### src/rtl/mux_route_loader.sv
// mux_route_loader: byte-command loader that stages a shadow crossbar routing table
// and drives the active selectors/enables only on a commit command.
module mux_route_loader #(
    parameter int INPUT_COUNT    = 16,
    parameter int OUTPUT_COUNT   = 16,
    parameter int TIMEOUT_CYCLES = 1000000,
    localparam int SEL_WIDTH     = $clog2(INPUT_COUNT)
) (
    input  logic                              clk,
    input  logic                              rst,
    input  logic [7:0]                        in_data,
    input  logic                              in_valid,
    output logic                              in_ready,
    output logic [SEL_WIDTH*OUTPUT_COUNT-1:0] selectors,
    output logic [OUTPUT_COUNT-1:0]           enabled_out,
    output logic                              cmd_done,
    output logic                              cmd_err,
    output logic [1:0]                        err_code
);
    localparam int OW = (OUTPUT_COUNT > 1) ? $clog2(OUTPUT_COUNT) : 1;
    localparam int CW = (TIMEOUT_CYCLES > 1) ? $clog2(TIMEOUT_CYCLES + 1) : 1;
    localparam logic [CW-1:0] T_LAST = CW'((TIMEOUT_CYCLES > 0) ? TIMEOUT_CYCLES - 1 : 0);

    typedef enum logic [1:0] {IDLE, ARG1, ARG2, EXEC} state_t;

    state_t                                 state, next;
    logic [1:0]                             op;
    logic [7:0]                             out_idx, src;
    logic [CW-1:0]                          cnt;
    logic [OUTPUT_COUNT-1:0][SEL_WIDTH-1:0] shadow_sel;
    logic [OUTPUT_COUNT-1:0]                shadow_en;
    logic                                   accept, waiting, expire, op_ok, bad_op, range_bad, exec_ok;

    // op holds the low opcode bits: 1 SET, 2 DISABLE, 3 COMMIT, 0 CLEAR
    assign in_ready  = state != EXEC && !rst;
    assign accept    = in_valid && in_ready;
    assign waiting   = state == ARG1 || state == ARG2;
    assign expire    = TIMEOUT_CYCLES != 0 && waiting && !accept && cnt == T_LAST;
    assign op_ok     = in_data >= 8'h01 && in_data <= 8'h04;
    assign bad_op    = state == IDLE && accept && !op_ok;
    assign range_bad = (op == 2'd1 || op == 2'd2) &&
                       (int'(out_idx) >= OUTPUT_COUNT || (op == 2'd1 && int'(src) >= INPUT_COUNT));
    assign exec_ok   = state == EXEC && !range_bad;

    always_comb begin
        next = state;
        case (state)
            IDLE:    next = (!accept || !op_ok) ? IDLE : (in_data == 8'h01 || in_data == 8'h02) ? ARG1 : EXEC;
            ARG1:    next = accept ? ((op == 2'd1) ? ARG2 : EXEC) : expire ? IDLE : ARG1;
            ARG2:    next = accept ? EXEC : expire ? IDLE : ARG2;
            default: next = IDLE;
        endcase
    end

    always_ff @(posedge clk or posedge rst) begin
        if (rst) begin
            state       <= IDLE;
            op          <= '0;
            out_idx     <= '0;
            src         <= '0;
            cnt         <= '0;
            shadow_sel  <= '0;
            shadow_en   <= '0;
            selectors   <= '0;
            enabled_out <= '0;
            cmd_done    <= 1'b0;
            cmd_err     <= 1'b0;
            err_code    <= 2'd0;
        end else begin
            state    <= next;
            cnt      <= (accept || next == IDLE) ? '0 : waiting ? cnt + CW'(1) : cnt;
            cmd_done <= exec_ok;
            cmd_err  <= bad_op || expire || (state == EXEC && range_bad);
            if (state == IDLE && accept) op <= in_data[1:0];
            if (state == ARG1 && accept) out_idx <= in_data;
            if (state == ARG2 && accept) src <= in_data;
            if (bad_op) err_code <= 2'd1;
            else if (expire) err_code <= 2'd3;
            else if (state == EXEC && range_bad) err_code <= 2'd2;
            if (exec_ok && op == 2'd1) begin
                shadow_sel[out_idx[OW-1:0]] <= src[SEL_WIDTH-1:0];
                shadow_en[out_idx[OW-1:0]]  <= 1'b1;
            end
            if (exec_ok && op == 2'd2) shadow_en[out_idx[OW-1:0]] <= 1'b0;
            if (exec_ok && op == 2'd3) begin
                selectors   <= shadow_sel;
                enabled_out <= shadow_en;
            end
            if (exec_ok && op == 2'd0) begin
                shadow_sel <= '0;
                shadow_en  <= '0;
            end
        end
    end
endmodule

### config.mk
export PLATFORM = sky130hd
export DESIGN_NAME = mux_route_loader
export DESIGN_NICKNAME = d
export VERILOG_FILES = /design/src/rtl/mux_route_loader.sv
export SDC_FILE = /design/constraint.sdc
export NUM_CORES = 1
export LEC_CHECK = 0
export ABC_CLOCK_PERIOD_IN_PS = 11600
export CORE_UTILIZATION = 50
export DETAILED_ROUTE_END_ITERATION = 12
export PLACE_DENSITY_LB_ADDON = 0.12
export SYNTH_ARGS = -nofsm -noshare
export SYNTH_HDL_FRONTEND = slang
export SYNTH_SLANG_ARGS = --single-unit
### constraint.sdc
create_clock -name clk -period 11.6 [get_ports clk]
set_clock_uncertainty 0.15 [all_clocks]
set_input_delay 2.32 -clock clk [delete_from_list [all_inputs] [get_ports clk]]
set_output_delay 2.32 -clock clk [all_outputs]
set_load 0.05 [all_outputs]
==> metrics.md, run 1 <==
| Metric | Value |
|---|---|
| Outcome | `finished clean` |
| Nets@finish | `867` |
| I/O Pins | `96` |
| Met2 WL | `9.90 mm` |
| CP max FO | `4` |
| Rows | `48` |
| Top_reg_cell synth | `dfrtp_1` |
| Seq/Total Area, Yosys | `57.4%` |
| Post CTS Setup Buffer Count | `0` |
| Final Slew Violations | `0` |
| Max cap viols | `0` |
| Worst R2R Setup Slack | `8480 ps` |
| Worst hold start | `enabled_out[8]` |
| TritonCTS buffer count | `21` |
| RSZ-0062 raised after global routing | `no` |
| Core area | `17400 um2` |
| Gate Count Post-Synth | `782` |
| Non-filler cells, final | `1085` |
| Final WS setup | `5300 ps` |
| Setup slack at placement | `5300 ps` |
| Drt first pass iters | `5` |
| Drt wl/cell | `18.6 um` |
| Total Power | `1.92 mW` |
| CP Launch Type | `input pin` |
| Vias per cell | `5.84` |
| TritonCTS clock tree | `done` |
| CTS root buf | `clkbuf_16` |
| Antenna violations before repair | `0` |
| FF-to-FF End | `selectors[1]` |
| Most frequent cells in the layout | `204 x dfrtp_1, 97 x a21oi_1, 95 x clkdlybuf4s50_1` |
| Met3 wire length | `960 um` |
| First-pass GRT wire length | `33.1 mm` |
| Clk pin slew, worst setup/hold paths | `60 ps` |
| Leak | `4.59 nW` |
| Hold Buf Count CTS | `0` |
| Syn_nets | `802` |
| Number of diodes | `0` |
| Mean Syn Cell Area | `11.4 um2` |
| Hpwl dp | `13.3 mm` |
| Top Layer Used | `met4` |
| Peak supply drop | `206 uV` |
| Reg2Reg Depth | `5` |
| Mapped cell area | `8890 um2` |
| CTS Sinks | `204` |
| Vias in the first global route | `6385` |
| Die ar. | `18300 um2` |
| Worst R2R Start | `out_idx[7]` |
| Worst Hold Class | `reg2reg` |
| Final cycle utilization of the critical path | `54.3%` |
| Setup CP Type | `in2out` |
| Area delta synth->final | `18.3%` |
| Setup total negative slack | `0 ps` |
| Cts repair resizes | `0` |
| Worst-skew pair later-pin latency | `490 ps` |
| I/O Buffers | `95` |
| Final std cell area, no fill | `10500 um2` |
| Worst Tran Pin Value | `1050 ps` |
| Yosys reg bits | `204` |
| DP Cell Count | `1049` |
| Final hold violations | `0` |
| H-tree depth | `1` |
| Share of cells above drive strength 1 | `15.3%` |
| Critical Path AT | `3830 ps` |
| Pwr dens | `183 nW/um2` |
| DR DRC count | `0` |
| Worst setup EP type | `primary output` |
| Ys async rst share | `100%` |
| Crit path time final | `6300 ps` |
| Yosys cell types | `49` |
| Most common cell after layout, fill and taps aside | `dfrtp_1` |
| Final WL | `20.2 mm` |
| Fmax | `159 MHz` |
| Die height | `135 um` |
| WHS | `342 ps` |
| Number of synthesized flops with an enable pin | `0` |
| Congestion Overflow GR | `0` |
| Critical Path Source | `rst` |
| Critical Path RT | `9130 ps` |
| Critical path capture point | `in_ready` |
| Post-layout util | `60.6%` |
| Max clock buf depth | `3` |
| Largest net degree at the start of global routing | `128` |
| Effective utilization at floorplan | `51.2%` |
| ANT nets after route | `0` |
| YS warnings | `0` |
| Die W | `135 um` |
| Area post-placement | `9890 um2` |
| Vias | `6337` |
| Tot GR Track Use | `22.7%` |
| Layout fillers | `1414` |
| Final setup vio count | `0` |
| Routability cong. | `0.778` |
| Wl on met1 | `9.05 mm` |
| Worst slew margin | `29.9%` |
| DR iter-0 viols | `422` |
[kinds of logic after synthesis]
family / Yosys count / share of synthesized area [%]
xor+xnor: 13 / 1.28
buf+inv: 66 / 3.62
simple gates: 195 / 11.8
flops: 204 / 57.4
mux: 99 / 12.5
fa+ha+maj: 9 / 1.27
compound gates: 196 / 12.1
[power by group]
group          total [mW]  switching (mW)  internal [mW]
registers           0.858          0.0945          0.764
logic               0.454           0.331          0.123
clock network       0.613           0.260          0.353
[routing by layer]
metal | vias up | track usage, %
met3 | 23 | 2.88
met2 | 173 | 37.7
met1 | 3193 | 31.4
met5 | - | 0
li1 | 2948 | -
met4 | 0 | 5.99
[final cells by class]
type / count / area, um2 / area share, %
clock buffer: 31 / 593 / 5.64
tap: 225 / 282 / 2.68
inverter: 7 / 33.8 / 0.321
multi-input combinational: 512 / 3480 / 33.1
sequential: 204 / 5100 / 48.6
clock inverter: 5 / 27.5 / 0.262
timing repair buffer: 101 / 996 / 9.47
[sequential cells by signal, indices dropped and copies added, names as in the netlist]
signal / count
cmd_done: 1
cmd_err: 1
cnt: 20
enabled_out: 16
err_code: 2
op: 2
out_idx: 8
selectors: 64
shadow_en: 16
shadow_sel: 64
src: 8
state: 2
[critical path, cell delays in order]
cell and delay, ps:
clkdlybuf4s50_1 540, nor2_1 150, clkdlybuf4s50_1 810
[synthesized netlist by cell type (6+ instances only)]
master    number  area [um2]
dfrtp_1      204        5100
nor3_1        10        50.1
nand4_1       12        75.1
a31o_2         6        52.6
xor2_1         6        52.6
nand3_1       73         365
mux2_2        84         946
ha_1           9         113
inv_1          7        26.3
o21ai_0       69         345
mux2_1        14         158
and3_1         8        50.1
nand2_1       25        93.8
buf_6          8        90.1
clkbuf_1      40         150
xnor2_1        7        61.3
buf_2          8        40.0
a211oi_1       9        67.6
a21oi_1       97         485
nor2_1        27         101
or4_1          6        45.0
and2_1         6        37.5
[how the worst min path moves through the flow]
stage | endpoint | slack [ps] | cells past startpoint
after floorplan | selectors[19] | 310 | 1
after global placement | selectors[47] | 320 | 1
after detailed placement | selectors[19] | 330 | 1
after CTS | selectors[63] | 340 | 1
after global routing | enabled_out[6] | 370 | 1
final | enabled_out[8] | 340 | 1
No activity file was read; power rests on OpenSTA's default activity.
==> run 2, diff against run 1 <==
Settings changed: ABC_CLOCK_PERIOD_IN_PS 11600 to 5400.
Clock period 11.6 ns to 5.4 ns, I/O delays scaled along.
==> run 2 against run 1 <==
Worst setup slack got worse by 3700 ps. Sequential power rose by 110%. Utilization rose by 0.94 points. Hold slack got worse by 1.8 ps. Total power rose by 130%. First-iteration DRC count fell by 1.9%. Combinational power rose by 110%. Largest cell class unchanged.
==> metrics.md, run 2 (synthesis results as in run 1) <==
| Metric | Value |
|---|---|
| Largest net degree at the start of global routing | `205 (+60%)` |
| Area delta synth->final | `20.1%` |
| Effective utilization at floorplan | `51.2% (unchanged)` |
| Worst-skew pair later-pin latency | `500 ps (about the same)` |
| CP Launch Type | `input pin` |
| I/O Buffers | `95 (unchanged)` |
| Number of diodes | `0 (unchanged)` |
| Vias per cell | `5.90 (+1.0%)` |
| Tot GR Track Use | `22.4% (-0.28 points)` |
| CP max FO | `4 (unchanged)` |
| Final Slew Violations | `0 (unchanged)` |
| Hold Buf Count CTS | `0 (unchanged)` |
| Crit path time final | `3750 ps` |
| FF/Latch Area | `5100 um2 (unchanged)` |
| Setup total negative slack | `0 ps (unchanged)` |
| Final setup vio count | `0 (unchanged)` |
| RSZ-0062 raised after global routing | `no` |
| Setup slack at placement | `1660 ps (-3640 ps)` |
| Hpwl dp | `12.9 mm (-2.6%)` |
| Critical Path AT | `2520 ps (-1310 ps)` |
| Peak supply drop | `338 uV (+64%)` |
| DR DRC count | `0 (unchanged)` |
| Final WS setup | `1650 ps (-3660 ps)` |
| Layout fillers | `1400 (-0.99%)` |
| Critical Path RT | `4170 ps (-4960 ps)` |
| Share of cells above drive strength 1 | `16.3% (+0.97 points)` |
| Nets@finish | `868 (+0.12%)` |
| ANT nets after route | `0 (unchanged)` |
| Vias | `6425 (+1.4%)` |
| Worst Hold Class | `reg2reg` |
| Post CTS Setup Buffer Count | `0 (unchanged)` |
| Largest regs | `selectors: 64 flops, shadow_sel: 64 flops, cnt: 20 flops` |
| Fmax | `266 MHz` |
| CTS root buf | `clkbuf_16` |
| First-pass GRT wire length | `32.5 mm (-1.6%)` |
| DR iter-0 viols | `414 (-1.9%)` |
| Final WL | `20.1 mm (-0.81%)` |
| Max cap viols | `0 (unchanged)` |
| Worst Tran Pin Value | `1130 ps (+83.2 ps)` |
| TritonCTS clock tree | `done` |
| Pwr dens | `410 nW/um2 (+120%)` |
| CTS Sinks | `204 (unchanged)` |
| Congestion Overflow GR | `0 (unchanged)` |
| TritonCTS buffer count | `22 (+4.8%)` |
| Final hold violations | `0 (unchanged)` |
| Antenna violations before repair | `0 (unchanged)` |
| H-tree depth | `1 (unchanged)` |
| Vias in the first global route | `6306 (-1.2%)` |
| Worst slew margin | `24.2% (-5.7 points)` |
| Rows | `48 (unchanged)` |
| Final cycle utilization of the critical path | `69.5%` |
| Most common cell after layout, fill and taps aside | `dfrtp_1` |
| Drt wl/cell | `18.4 um (-1.2%)` |
| Die height | `135 um (unchanged)` |
| Most frequent cells in the layout | `204 x dfrtp_1, 97 x a21oi_1, 95 x clkdlybuf4s50_1` |
| Core area | `17400 um2 (unchanged)` |
| Setup CP Type | `in2out` |
| Area of the multi-input gates | `3480 um2 (unchanged)` |
| Routability cong. | `0.751 (-3.4%)` |
| Die ar. | `18300 um2 (unchanged)` |
| Max clock buf depth | `3 (unchanged)` |
| Outcome | `finished clean` |
| I/O Pins | `96 (unchanged)` |
| Cts repair resizes | `0 (unchanged)` |
| Leak | `4.66 nW (+1.6%)` |
| Die W | `135 um (unchanged)` |
| Drt first pass iters | `5 (unchanged)` |
| Clk pin slew, worst setup/hold paths | `60 ps (about the same)` |
| Worst setup EP type | `primary output` |
==> run 2: metrics by stage <==
| stage | cells | total power, mW | utilization [%] | area (um2) | hold WS (ps) |
|---|---|---|---|---|---|
| 6_report | 1089 | 4.38 | 61.5 | 10700 | 340 |
| 4_1_cts | 1089 | 4.40 | 61.5 | 10700 | 347 |
| 3_3_place_gp | 1049 | 2.79 | 57.1 | 9900 | 318 |
| 3_5_place_dp | 1049 | 2.82 | 57.1 | 9900 | 331 |
| 5_1_grt | 1089 | 4.56 | 61.5 | 10700 | 367 |
| 2_1_floorplan | 782 | 2.56 | - | 8890 | 308 |
==> run 2: power by group <==
part           internal (mW)  total, mW  switching [mW]
combinational          0.265      0.970           0.705
sequential              1.64       1.84           0.200
clock                  0.975       1.57           0.595
total                   2.88       4.38            1.50
==> run 2: area by class of cell <==
cell class	instances	area share, %
timing repair buffer	101	9.44
inverter	7	0.281
tap	225	2.64
clock buffer	29	5.98
sequential	204	47.8
multi-input combinational	512	32.6
clock inverter	11	1.29
==> run 2: final timing paths <==
| kind | slack (ps) | cells past startpoint | startpoint | end |
|---|---|---|---|---|
| worst min register to register | 340 | 1 | enabled_out[15] | enabled_out[15] |
| min in group asynchronous | 1200 | 3 | rst | out_idx[6] |
| max in group asynchronous | 3100 | 3 | rst | selectors[39] |
| worst min-delay path | 340 | 1 | enabled_out[15] | enabled_out[15] |
| worst max register to register | 2060 | 5 | out_idx[7] | selectors[41] |
| worst max-delay path | 1650 | 3 | rst | in_ready |
==> run 2: critical path: stages <==
cell and delay [ps]:
clkdlybuf4s50_1 500, nor2_1 130, clkdlybuf4s50_1 810
==> run 2: metal layers <==
layer  GRT usage [%]  routed length [um]  vias to the layer above
met2            37.5                9870                      190
met4            5.87                 286                        0
met1            30.9                8960                     3250
met3            2.77                 926                       29
met5               0                   0                        -
li1                -                   -                     2956
